<file path="src/rtl/alu_op_sequencer.sv">
// alu_op_sequencer: issues one ALU op per request, waits out ALU latency, captures {HI,LO}, returns response; define DIV_ZERO_TRAP_EN to reject div-by-zero
module alu_op_sequencer #(
  parameter int DATA_W = 32,
  parameter int WAIT_CYCLES = 1
) (
  input  logic                  clk,
  input  logic                  clr,
  input  logic                  req_valid,
  output logic                  req_ready,
  input  logic [3:0]            req_op,
  input  logic [DATA_W-1:0]     req_a,
  input  logic [DATA_W-1:0]     req_b,
  output logic [3:0]            alu_select,
  output logic [DATA_W-1:0]     alu_a,
  output logic [DATA_W-1:0]     alu_y,
  output logic [DATA_W-1:0]     alu_b,
  input  logic [2*DATA_W-1:0]   alu_c,
  output logic                  rsp_valid,
  input  logic                  rsp_ready,
  output logic [DATA_W-1:0]     rsp_lo,
  output logic [DATA_W-1:0]     rsp_hi,
  output logic                  rsp_err
);
  typedef enum logic [2:0] {IDLE, ISSUE, WAIT, CAPTURE, RESP} state_t;
  localparam int CW = WAIT_CYCLES > 2 ? $clog2(WAIT_CYCLES) : 1;
  localparam logic [CW-1:0] CNT_INIT = CW'(WAIT_CYCLES > 1 ? WAIT_CYCLES - 2 : 0);
  state_t state, state_n;
  logic [CW-1:0] cnt;
  logic [3:0] op_q;
  logic [DATA_W-1:0] a_q, b_q, lo_q, hi_q;
  logic err_q, accept, supported, trap, issue_ok;
  assign accept = req_valid && req_ready;
  assign supported = !(req_op inside {4'h0, 4'h4, 4'h9, 4'hB});
`ifdef DIV_ZERO_TRAP_EN
  assign trap = req_op == 4'h5 && req_b == '0;
`else
  assign trap = 1'b0;
`endif
  assign issue_ok = supported && !trap;
  assign alu_a = a_q;
  assign alu_y = a_q;
  assign alu_b = b_q;
  assign rsp_lo = lo_q;
  assign rsp_hi = hi_q;
  assign rsp_err = err_q;
  // state register; a low clr drops any op in flight
  always_ff @(posedge clk) begin
    state <= !clr ? IDLE : state_n;
  end
  // next state and handshake/select outputs; select is driven only in the single ISSUE cycle
  always_comb begin
    state_n = state;
    req_ready = state == IDLE && clr;
    rsp_valid = state == RESP;
    alu_select = state == ISSUE ? op_q : 4'h0;
    case (state)
      IDLE:    state_n = accept ? (issue_ok ? ISSUE : RESP) : IDLE;
      ISSUE:   state_n = WAIT_CYCLES > 1 ? WAIT : CAPTURE;
      WAIT:    state_n = cnt == '0 ? CAPTURE : WAIT;
      CAPTURE: state_n = RESP;
      RESP:    state_n = rsp_ready ? IDLE : RESP;
      default: state_n = IDLE;
    endcase
  end
  // request latch, wait counter and HI/LO capture; HI only updates for mul and div
  always_ff @(posedge clk) begin
    if (!clr) begin
      op_q <= '0;
      a_q <= '0;
      b_q <= '0;
      lo_q <= '0;
      hi_q <= '0;
      err_q <= 1'b0;
      cnt <= '0;
    end else begin
      if (accept) begin
        op_q <= req_op;
        a_q <= req_a;
        b_q <= req_b;
        err_q <= !issue_ok;
      end
      if (state == ISSUE) cnt <= CNT_INIT;
      else if (state == WAIT && cnt != '0) cnt <= cnt - CW'(1);
      if (state == CAPTURE) begin
        lo_q <= alu_c[DATA_W-1:0];
        if (op_q == 4'h3 || op_q == 4'h5) hi_q <= alu_c[2*DATA_W-1:DATA_W];
        err_q <= 1'b0;
      end
    end
  end
endmodule
</file>
<file path="config.mk">
export PLATFORM = sky130hd
export DESIGN_NAME = alu_op_sequencer
export DESIGN_NICKNAME = d
export VERILOG_FILES = /design/src/rtl/alu_op_sequencer.sv
export SDC_FILE = /design/constraint.sdc
export NUM_CORES = 1
export LEC_CHECK = 0
export CORE_UTILIZATION = 35
export CTS_CLUSTER_SIZE = 10
export DETAILED_ROUTE_END_ITERATION = 16
export PLACE_DENSITY = 0.82
export SKIP_LAST_GASP = 1
export SLEW_MARGIN = 20
export SYNTH_ARGS = -nofsm -noshare
export SYNTH_HDL_FRONTEND = slang
export SYNTH_SLANG_ARGS = --single-unit
</file>
<file path="constraint.sdc">
create_clock -name clk -period 1.54 [get_ports clk]
set_clock_uncertainty 0.05 [all_clocks]
set_input_delay 0.154 -clock clk [delete_from_list [all_inputs] [get_ports clk]]
set_output_delay 0.154 -clock clk [all_outputs]
set_load 0.01 [all_outputs]
</file>
======== Word-level counts from Yosys, hierarchy flattened ========
Index checks and enable logic that the tools add are counted.
Widths: inputs -> output; s select.
word-level totals
  register bits after elaboration ......... 137
  logic and storage cells ................. 35
cells by class
  add/subtract/negate cells ............... 1
  equal/unequal tests ..................... 9
  muxes and demuxes ....................... 6
  bitwise operators ....................... 1
  reduce and logical (&&, ||, !) cells .... 10
operators with widths
  operator             count
  $pmux 3 s5           1
  $mux 3               3
  $eq 4x3->1 const B   2
  $eq 4x4->1 const B   2
  $eq 3x2->1 const B   2
  $eq 4x2->1 const B   1
  $logic_not 4->1      1
  $mux 4               1
  $reduce_bool 4->1    1
  $reduce_or 2->1      2
  $eq 3x1->1 const B   1
  $eq 3x3->1 const B   1
  $logic_and 1x1->1    3
  $logic_not 3->1      1
  $reduce_and 2->1     1
  $logic_or 1x1->1     1
  $mux 1               1
  $not 1->1            1
  $sub 1x1->1 const B  1

======== Logic depth before layout (Yosys ltp) ========
  depth in word-level cells ............... 5
  depth in mapped cells ................... 7
  depth with buffers taken out ............ 4

======== Worst setup path before layout ========
No wires, ideal clock.
  kind .................................... register to register
  start point ............................. register state[1]
  end point ............................... register err_q (netlist: rsp_err)
  library setup time ...................... 118 ps
  data arrival time ....................... 1486 ps
  required time ........................... 1372 ps
  path slack .............................. -114 ps
  cell stages (with the launch flop) ...... 8
  cells stage by stage .................... dfxtp_1 buf_6 or4b_4 buf_6 inv_8 buf_8 nand4_2 o2111a_1
between the ends
  longest elaborated chain between the ends .. 3
RTL lines
  what                      RTL line  RTL
  start: declaration        27        state_t state, state_n;
  start signal: assignment  48        state <= !clr ? IDLE : state_n;
  $logic_not 3->1           53        req_ready = state == IDLE && clr;
  $logic_and 1x1->1         53
  $logic_and 1x1->1         32        assign accept = req_valid && req_ready;
  end signal: assignment    80        err_q <= !issue_ok;
  end: declaration          31        logic err_q, accept, supported, trap, issue_ok;
Parallel ways exist; a longest one is shown, timed or not.
A chain may end at the register's enable or synchronous reset.

======== Final worst setup path ========
  start point ............................. register state[0]
  end point ............................... output port req_ready
between the ends
  longest elaborated chain between the ends .. 2
RTL lines
  what               RTL line  RTL
  $logic_not 3->1    53
  $logic_and 1x1->1  53
  end: declaration   9         output logic req_ready,
No other way between the ends.

==> impl_metrics.env <==
export IMPL_power_density_nw_per_um2=1200
export IMPL_synthDistinctLibCells=30
export IMPL_final_antenna_net_count=0
export IMPL_synth_area_sq_um=5550
export IMPL_place_ws_ns=-0.194
export IMPL_ys_seq_area_share_pct=49.4
export IMPL_gp_congestion=0.745
export IMPL_outcome="finished with violations"
export IMPL_relSlewSlack_pct=58.4
export IMPL_leakagePower_nw=4.40
export IMPL_grt_pass1_wl_microns=27600
export IMPL_fin_setup_tns_ns=-9.37
export IMPL_layout_area_overhead_vs_synth_pct=71.8
export IMPL_power_share_switching_pct=27.5
export IMPL_setup_viol=107
export IMPL_drv_cap=0
export IMPL_worstPathRequired_ns=1.34
export IMPL_hold_viol_final=0
export IMPL_antenna_found_initial=1
export IMPL_r2r_slack_ns=-0.15
export IMPL_crit_fanout=3
export IMPL_crit_cells=3
export IMPL_wl_microns=18200
export IMPL_synth_ff_type="dfxtp_1"
export IMPL_crit_family="simple AND/OR/NAND/NOR gates"
export IMPL_drive_gt1_share_pct=11.1
export IMPL_rows=45
export IMPL_io_pins=303
export IMPL_synth_top_area_share_pct=49.4
export IMPL_worstSetupPathType="flop to output port"
export IMPL_clock_sinks=137
export IMPL_vdd_drop_max_v=0.000706
export IMPL_num_vias=5608
export IMPL_clk_pin_slew_worst_paths_ns=0.06
export IMPL_fin_ws_ns=-0.169
export IMPL_ys_warn_count=0
export IMPL_cp_slowest_cell="or4b_4"
export IMPL_routedWlPerCell_microns=15.9
export IMPL_fmax_mhz=585
export IMPL_intPower_mw=8.27
export IMPL_hp_class="primary input to flop"
export IMPL_drt_iter0_drc=303
export IMPL_worst_path_buf_inv=2
export IMPL_utilization_pct=62.2
export IMPL_net_switching_power_mw=3.14
export IMPL_firstDrtPassIters=4
export IMPL_cp_startpoint="state[0]"
export IMPL_failed_checks="negative setup slack"
export IMPL_drt_drc_violations_left=0
export IMPL_worst_pin_slew_ns=0.624
export IMPL_clockRootBuffer="clkbuf_16"
export IMPL_dp_cells=1102
export IMPL_crit_chain="or4b_4 -> inv_8 -> buf_6"
export IMPL_rr_startpoint="state[0]"
export IMPL_finalCriticalPeriod_ns=1.71
export IMPL_cts_tree="done"
export IMPL_start_util_pct=36.2
export IMPL_cts_made_buffers=17
export IMPL_clk_latency_ns=0.41
export IMPL_seqPwrFrac_pct=35.0
export IMPL_core_sq_um=15300
export IMPL_combPwrFrac_pct=25.4
export IMPL_grt_pass1_vias=5445
export IMPL_rr_worst_depth=6
export IMPL_dieArea_sq_um=16400
export IMPL_n_fill_cell=1305
export IMPL_max_stage_delay_ns=0.59
export IMPL_htreeDepth=4
export IMPL_postCtsHoldBufs=0
export IMPL_cts_buffer_depth=2
export IMPL_syn_area_per_cell_sq_um=8.44
export IMPL_rsz0062_at_grt="yes"
export IMPL_synth_edf_count=0
export IMPL_syn_inst=657
export IMPL_cp_arrival_ns=1.51
export IMPL_hold_ws_ns=0.228
export IMPL_async_flop_share_pct=0
export IMPL_design_area_sq_um=9530
export IMPL_nets=1057
export IMPL_clockPowerShare_pct=39.6
export IMPL_port_buffers=302
export IMPL_chipWidth_microns=128
export IMPL_grt_usage_pct=21.8
export IMPL_grt_max_degree=70
export IMPL_final_cells=1146
export IMPL_slew_violations=0
export IMPL_synth_seq_cells=137
export IMPL_syn_num_nets=793
export IMPL_yosysTopAreaCell="dfxtp_1"
export IMPL_die_y_microns=128
export IMPL_crit_path_start_kind="flop"
export IMPL_grt_overflow=0
export IMPL_end_kind="output port"
export IMPL_synthTopCellsByArea="dfxtp_1 (49%), a21oi_1 (9.1%), nand2_1 (8.7%), o21ai_0 (6.2%), nand3_1 (6.1%)"
export IMPL_synthTopCellsByCount="dfxtp_1 (137), nand2_1 (129), a21oi_1 (101)"
export IMPL_power_mw=11.4
export IMPL_yosys_cell_count_top_type="dfxtp_1"
export IMPL_vias_per_cell=4.89
export IMPL_placed_cell_area_sq_um=8520
export IMPL_period_share_pct=111
export IMPL_r2r_end="alu_a[0]"
export IMPL_hpwlAfterDp_microns=12200
export IMPL_critPathCapture="req_ready"
-- cells by family (layout without fill, tap and decap cells) --
family | count (synthesis) | count (layout) | share of synthesized area (%)
AO/OA/AOI/OAI | 175 | 175 | 16.3
XOR/XNOR | 2 | 2 | 0.316
buffers and inverters | 96 | 373 | 10.7
flip-flops | 137 | 137 | 49.4
multiplexers | 32 | 32 | 5.77
other | 0 | 1 | 0
AND/OR/NAND/NOR | 215 | 215 | 17.5
-- metal layers --
metal  global-route usage [%]  wire length [microns]  share of wire [%]  vias up
met5                        0                      0                  0        -
met4                     13.2                    752                4.1        0
met3                     6.80                   1340                7.4       48
met2                     36.0                   8670                 48      227
met1                     24.5                   7470                 41     2603
li1                         -                      -                  -     2730
-- power by group through the flow --
stage | clock [mW] | sequential, mW | combinational, mW
after global placement | 0 | 4.05 | 2.65
after global routing | 4.77 | 4.02 | 3.12
final | 4.51 | 3.99 | 2.90
after CTS | 4.60 | 3.99 | 2.79
after detailed placement | 0 | 4.07 | 2.67
after floorplan | 0 | 4.15 | 1.38
-- placed cells by master (no fill, tap or decap), drive strengths merged, types with 2 or more instances in the layout --
cell,synthesis,final
dlygate4sd2,0,30
nor3b,2,2
clkinv,0,6
clkbuf,45,22
o21ai,69,69
and2,4,4
a21oi,101,101
xnor2,2,2
nand2,129,129
nor2b,3,3
bufinv,0,5
inv,3,3
nand3b,2,2
nand3,68,68
clkdlybuf4s50,0,210
mux2i,32,32
dfxtp,137,137
buf,48,42
dlymetal6s2s,0,54
-- flip-flops by register name, summed over array words and instances, names as in the netlist --
register / count
alu_b: 32
rsp_err: 1
alu_a: 32
rsp_hi: 32
op_q: 4
rsp_lo: 32
state: 3
cnt: 1
-- worst min path at each step --
stage                  to  slack (ns)  depth (start not counted)  startpoint
6_report         alu_b[1]        0.23                          4   req_valid
4_1_cts         alu_a[30]        0.21                          4   req_valid
2_1_floorplan   rsp_lo[0]        0.24                          2    alu_c[0]
5_1_grt        rsp_lo[14]        0.24                          3   alu_c[14]
3_3_place_gp          cnt        0.39                          1         cnt
3_5_place_dp          cnt        0.39                          1         cnt
-- final cells by class --
| class | instances | area, sq um | share of cell area (%) |
|---|---|---|---|
| Inverter | 3 | 20.0 | 0.210 |
| Sequential cell | 137 | 2750 | 28.8 |
| Antenna cell | 1 | 2.50 | 0.0263 |
| Tap cell | 211 | 264 | 2.77 |
| Timing Repair Buffer | 338 | 3560 | 37.4 |
| Clock inverter | 12 | 195 | 2.05 |
| Multi-Input combinational cell | 424 | 2280 | 24.0 |
| Clock buffer | 20 | 457 | 4.79 |
-- timing repair --
item,in CTS,in global routing
cloned,3,2
pin swaps,3,5
endpoints found under the setup margin,144,197
buffers inserted,5,5
resized for setup,73,85
-- worst reg2reg max path, delay by kind of cell, from the launching register on --
| family | cells | cell delay [ns] |
|---|---|---|
| flip-flops | 1 | 0.32 |
| buffers and inverters | 3 | 0.41 |
| AO/OA/AOI/OAI | 1 | 0.15 |
| AND/OR/NAND/NOR | 2 | 0.69 |
Power figures use the tool's default switching activity.
==> RTL edit 1: new RTL, same settings <==
Register the output `rsp_err` once more; this adds one clock of latency there. The other outputs are not delayed to match.
--- a/src/rtl/alu_op_sequencer.sv
+++ b/src/rtl/alu_op_sequencer.sv
@@ -43,5 +43,7 @@
   assign rsp_lo = lo_q;
   assign rsp_hi = hi_q;
-  assign rsp_err = err_q;
+  always_ff @(posedge clk) begin
+    rsp_err <= err_q;
+  end
   // state register; a low clr drops any op in flight
   always_ff @(posedge clk) begin
Formal check against the unedited RTL: not equivalent (a bounded check fails within 4 cycles, from zero or initial values).
==> RTL edit 1 against the original RTL <==
  * The run still ends with negative setup slack left
  * Utilization up 5.1 points
  * Setup slack worse by 67 ps
  * Synthesized cell count up 0.15%
  * First-iteration DRC count down 25%
  * Sequential cell count up 1
  * Highest routed layer unchanged
  * Total power up 8.5%
  * Routed wire length up 9.4%
  * Area after synthesis up 0.70%
  * Register-to-register slack worse by 90 ps
  * Count of clock-buffer cells in the layout unchanged
  * Design area up 8.6%
  * Hold slack worse by 120 ps
==> RTL edit 1: results (changes against the original RTL) <==
| Metric | Value |
|---|---|
| Status | complete, but fails checks (unchanged) |
| Failing checks | negative setup slack (unchanged) |
| Largest cells by area after synthesis | dfxtp_1 (49%), a21oi_1 (9.0%), nand2_1 (8.7%) (was dfxtp_1 (49%), a21oi_1 (9.1%), nand2_1 (8.7%)) |
| Final GP Congestion | 0.755 (was 0.745) |
| Reg2reg path depth | 5 (was 6) |
| Vias/cell | 5.02 (was 4.89) |
| DPL Wire Length | 11.4 mm (was 12.2 mm) |
| Fill cell count | 1164 (was 1305) |
| Final setup vio count | 100 (was 107) |
| Ratio of cells with drive above 1 in the final layout | 0.199 (was 0.111) |
| Post-CTS setup buffers | 6 (was 5) |
| Pin count of the biggest net entering global routing | 65 (was 70) |
| Worst slew margin | 0.562 (was 0.584) |
| Post-Place Cells | 1101 (was 1102) |
| Gates resized, CTS repair | 77 (was 73) |
| Nets | 1071 (was 1057) |
| TNS Setup | -10460 ps (was -9370 ps) |
| Post-detailed-route wirelength per cell | 17.2 um (was 15.9 um) |
| Crit path to | alu_b[25]$_SDFFE_PN0N_ (was req_ready) |
| Routed met3 length | 1.67 mm (was 1.34 mm) |
| Initial DRC Count | 227 (was 303) |
| Yosys reg bits | 138 (was 137) |
| Placement Cell Area | 8570 um2 (was 8520 um2) |
| Sequential Area | 2770 um2 (was 2750 um2) |
| Leakage power | 4.79 nW (was 4.40 nW) |
| Synth unique cells | 32 (was 30) |
| Metal2 WL | 10.3 mm (was 8.67 mm) |
| Initial antenna violation count | 1 (unchanged) |
| Clock buf/inv share | 0.0575 (was 0.0684) |
| Pre-CTS setup slack | -231 ps (was -194 ps) |
| Final worst slack | -236 ps (was -169 ps) |
| M2 GR Usage | 0.388 (was 0.360) |
| Vias in the first global route | 5289 (was 5445) |
| GR Layer Usage met3 | 0.0728 (was 0.0680) |
| Worst-path fanout max | 8 (was 3) |
| GRT Overall Usage | 0.214 (was 0.218) |
| Sequential-to-total area share from yosys stat | 0.495 (was 0.494) |
| Vias | 5826 (was 5608) |
| Synth Area in XOR/XNOR | 0.00314 (was 0.00316) |
| Synth top cells by count | dfxtp_1 (138), nand2_1 (129), a21oi_1 (100) (was dfxtp_1 (137), nand2_1 (129), a21oi_1 (101)) |
| Grt met1 use | 0.232 (was 0.245) |
| NonClk Buf Share | 0.383 (was 0.374) |
| Mux contribution to synthesized area | 0.0573 (was 0.0577) |
| Syn Nets | 794 (was 793) |
| Non-clk bufs | 351 (was 338) |
| Synth Area in Compound Gates | 0.162 (was 0.163) |
| Met1 WL | 7.48 mm (was 7.47 mm) |
| Worst VDD drop | 0.694 mV (was 0.706 mV) |
| Avg Cell Area, Syn | 8.49 um2 (was 8.44 um2) |
| Area of the multi-input gates | 2730 um2 (was 2280 um2) |
| Worst-path clk slew | 60 ps (about the same) |
| Global-route wire length before repair | 27.3 mm (was 27.6 mm) |
==> RTL edit 1: changes by cell type after synthesis, moves of 3 or more <==
cell / change
buf_4: +3
clkbuf_1: -6
buf_6: -3
buf_2: +6
==> RTL edit 1: power by group <==
group / internal (W) / leakage [nW] / total (W) / switching (W)
logic: 0.00222 / 3.39 / 0.00420 / 0.00197
clock network: 0.00249 / 0.280 / 0.00412 / 0.00163
registers: 0.00386 / 1.12 / 0.00406 / 0.000198
==> RTL edit 1: worst min path at each step <==
stage / from / endpoint / slack, ps / cells past startpoint
6_report: clr / state[0]$_SDFF_PN0_ / 110 / 4
3_3_place_gp: err_q$_SDFFE_PP0N_ / rsp_err$_DFF_P_ / 290 / 0
4_1_cts: clr / state[0]$_SDFF_PN0_ / 90 / 4
3_5_place_dp: err_q$_SDFFE_PP0N_ / rsp_err$_DFF_P_ / 290 / 0
2_1_floorplan: alu_c[0] / rsp_lo[0]$_SDFFE_PN0P_ / 240 / 2
5_1_grt: clr / state[0]$_SDFF_PN0_ / 90 / 4
==> RTL edit 2: new RTL, same settings <==
Without the edit above. Change the parameter `DATA_W` from 32 to 48.
--- a/src/rtl/alu_op_sequencer.sv
+++ b/src/rtl/alu_op_sequencer.sv
@@ -1,5 +1,5 @@
 // alu_op_sequencer: issues one ALU op per request, waits out ALU latency, captures {HI,LO}, returns response; define DIV_ZERO_TRAP_EN to reject div-by-zero
 module alu_op_sequencer #(
-  parameter int DATA_W = 32,
+  parameter int DATA_W = 48,
   parameter int WAIT_CYCLES = 1
 ) (
Interface: changed (8 resized); port bits go from 303 to 447. No check against the original RTL was run, so the function may have changed too.
==> RTL edit 2 against the original RTL <==
  * Design area is 41% higher
  * Critical path depth is the same
  * Final cell count is 42% higher
  * The run still ends with negative setup slack left
  * Synthesized cell count increased by 46%
  * Utilization shrank 1.5 points
  * Routed wire length increased by 55%
  * Setup slack lost 68 ps
  * Via count is 47% higher
  * Sequential power grew 47%
  * Global-route usage increased by 0.97 points
  * Area after synthesis rose by 44%
  * Sequential cell count rose by 64
  * First-iteration DRC count rose by 41%
  * Total power rose by 32%
==> RTL edit 2: results (changes against the original RTL) <==
| Metric | Value |
|---|---|
| Worst VDD drop | 0.793 mV (was 0.706 mV) |
| Initial DRC Count | 426 (was 303) |
| Nets | 1544 (was 1057) |
| Vias in the first global route | 8080 (was 5445) |
| Syn Nets | 1157 (was 793) |
| Failing checks | negative setup slack (unchanged) |
| DPL Wire Length | 19.7 mm (was 12.2 mm) |
| Post-detailed-route wirelength per cell | 17.3 um (was 15.9 um) |
| Worst r2r dst | rsp_hi[8]$_SDFFE_PN0P_ (was alu_a[0]$_SDFFE_PN0N_) |
| Clk power | 0.00489 W (was 0.00451 W) |
| Synth Area in XOR/XNOR | 0.00220 (was 0.00316) |
| Cts bufs inserted | 24 (was 17) |
| Worst-path fanout max | 2 (was 3) |
| Pin count of the biggest net entering global routing | 109 (was 70) |
| Final setup vio count | 414 (was 107) |
| Crit path from | state[2]$_SDFF_PN0_ (was state[0]$_SDFF_PN0_) |
| Status | complete, but fails checks (unchanged) |
| Hold path startpoint | alu_c[28] (was req_valid) |
| Reg2reg path depth | 7 (was 6) |
| Sw frac | 0.290 (was 0.275) |
| Leakage power | 4.69 nW (was 4.40 nW) |
| Metal2 WL | 14.5 mm (was 8.67 mm) |
| DRT Pass-1 Iters | 6 (was 4) |
| Synth unique cells | 31 (was 30) |
| Skew-Pair Late Insertion Delay | 510 ps (was 410 ps) |
| Routed met3 length | 2.20 mm (was 1.34 mm) |
| Post-CTS setup buffers | 2 (was 5) |
| Final worst slack | -238 ps (was -169 ps) |
| Ratio of cells with drive above 1 in the final layout | 0.0846 (was 0.111) |
| Synth Area in Compound Gates | 0.163 (about the same) |
| Worst hold path depth | 3 (was 4) |
| TNS Setup | -38220 ps (was -9370 ps) |
| Mux contribution to synthesized area | 0.0602 (was 0.0577) |
| Placement Cell Area | 12600 um2 (was 8520 um2) |
| Initial antenna violation count | 2 (was 1) |
| Setup slack on the worst flop-to-flop path | -220 ps (was -150 ps) |
| Final GP Congestion | 0.808 (was 0.745) |
## RTL edit 2: metal layers
layer  up-vias  global-route usage
li1       3960                   -
met1      3825               0.237
met2       395               0.415
met3        91              0.0590
met4         0               0.127
met5         -                   0
## RTL edit 2: metrics by stage
stage	util	cells	worst slack (ps)
6_report	0.607	1629	-238
2_1_floorplan	-	957	-79.8
3_5_place_dp	0.568	1589	-227
4_1_cts	0.600	1621	-256
5_1_grt	0.607	1629	-327
3_3_place_gp	0.568	1589	-188
## RTL edit 2: area by class of cell
class | instances | area share
well taps | 280 | 0.0261
multi-input cells | 616 | 0.242
clock buffers | 27 | 0.0463
flip-flops and latches | 201 | 0.300
clock inverters | 2 | 0.00177
inverters | 3 | 0.00140
repair buffers | 498 | 0.381
diodes | 2 | 0.000373
## RTL edit 2: logic make-up after synthesis
kind of cell           after synthesis
buffers and inverters              140
AND/OR/NAND/NOR                    311
multiplexers                        48
XOR/XNOR                             2
AO/OA/AOI/OAI                      255
flip-flops                         201
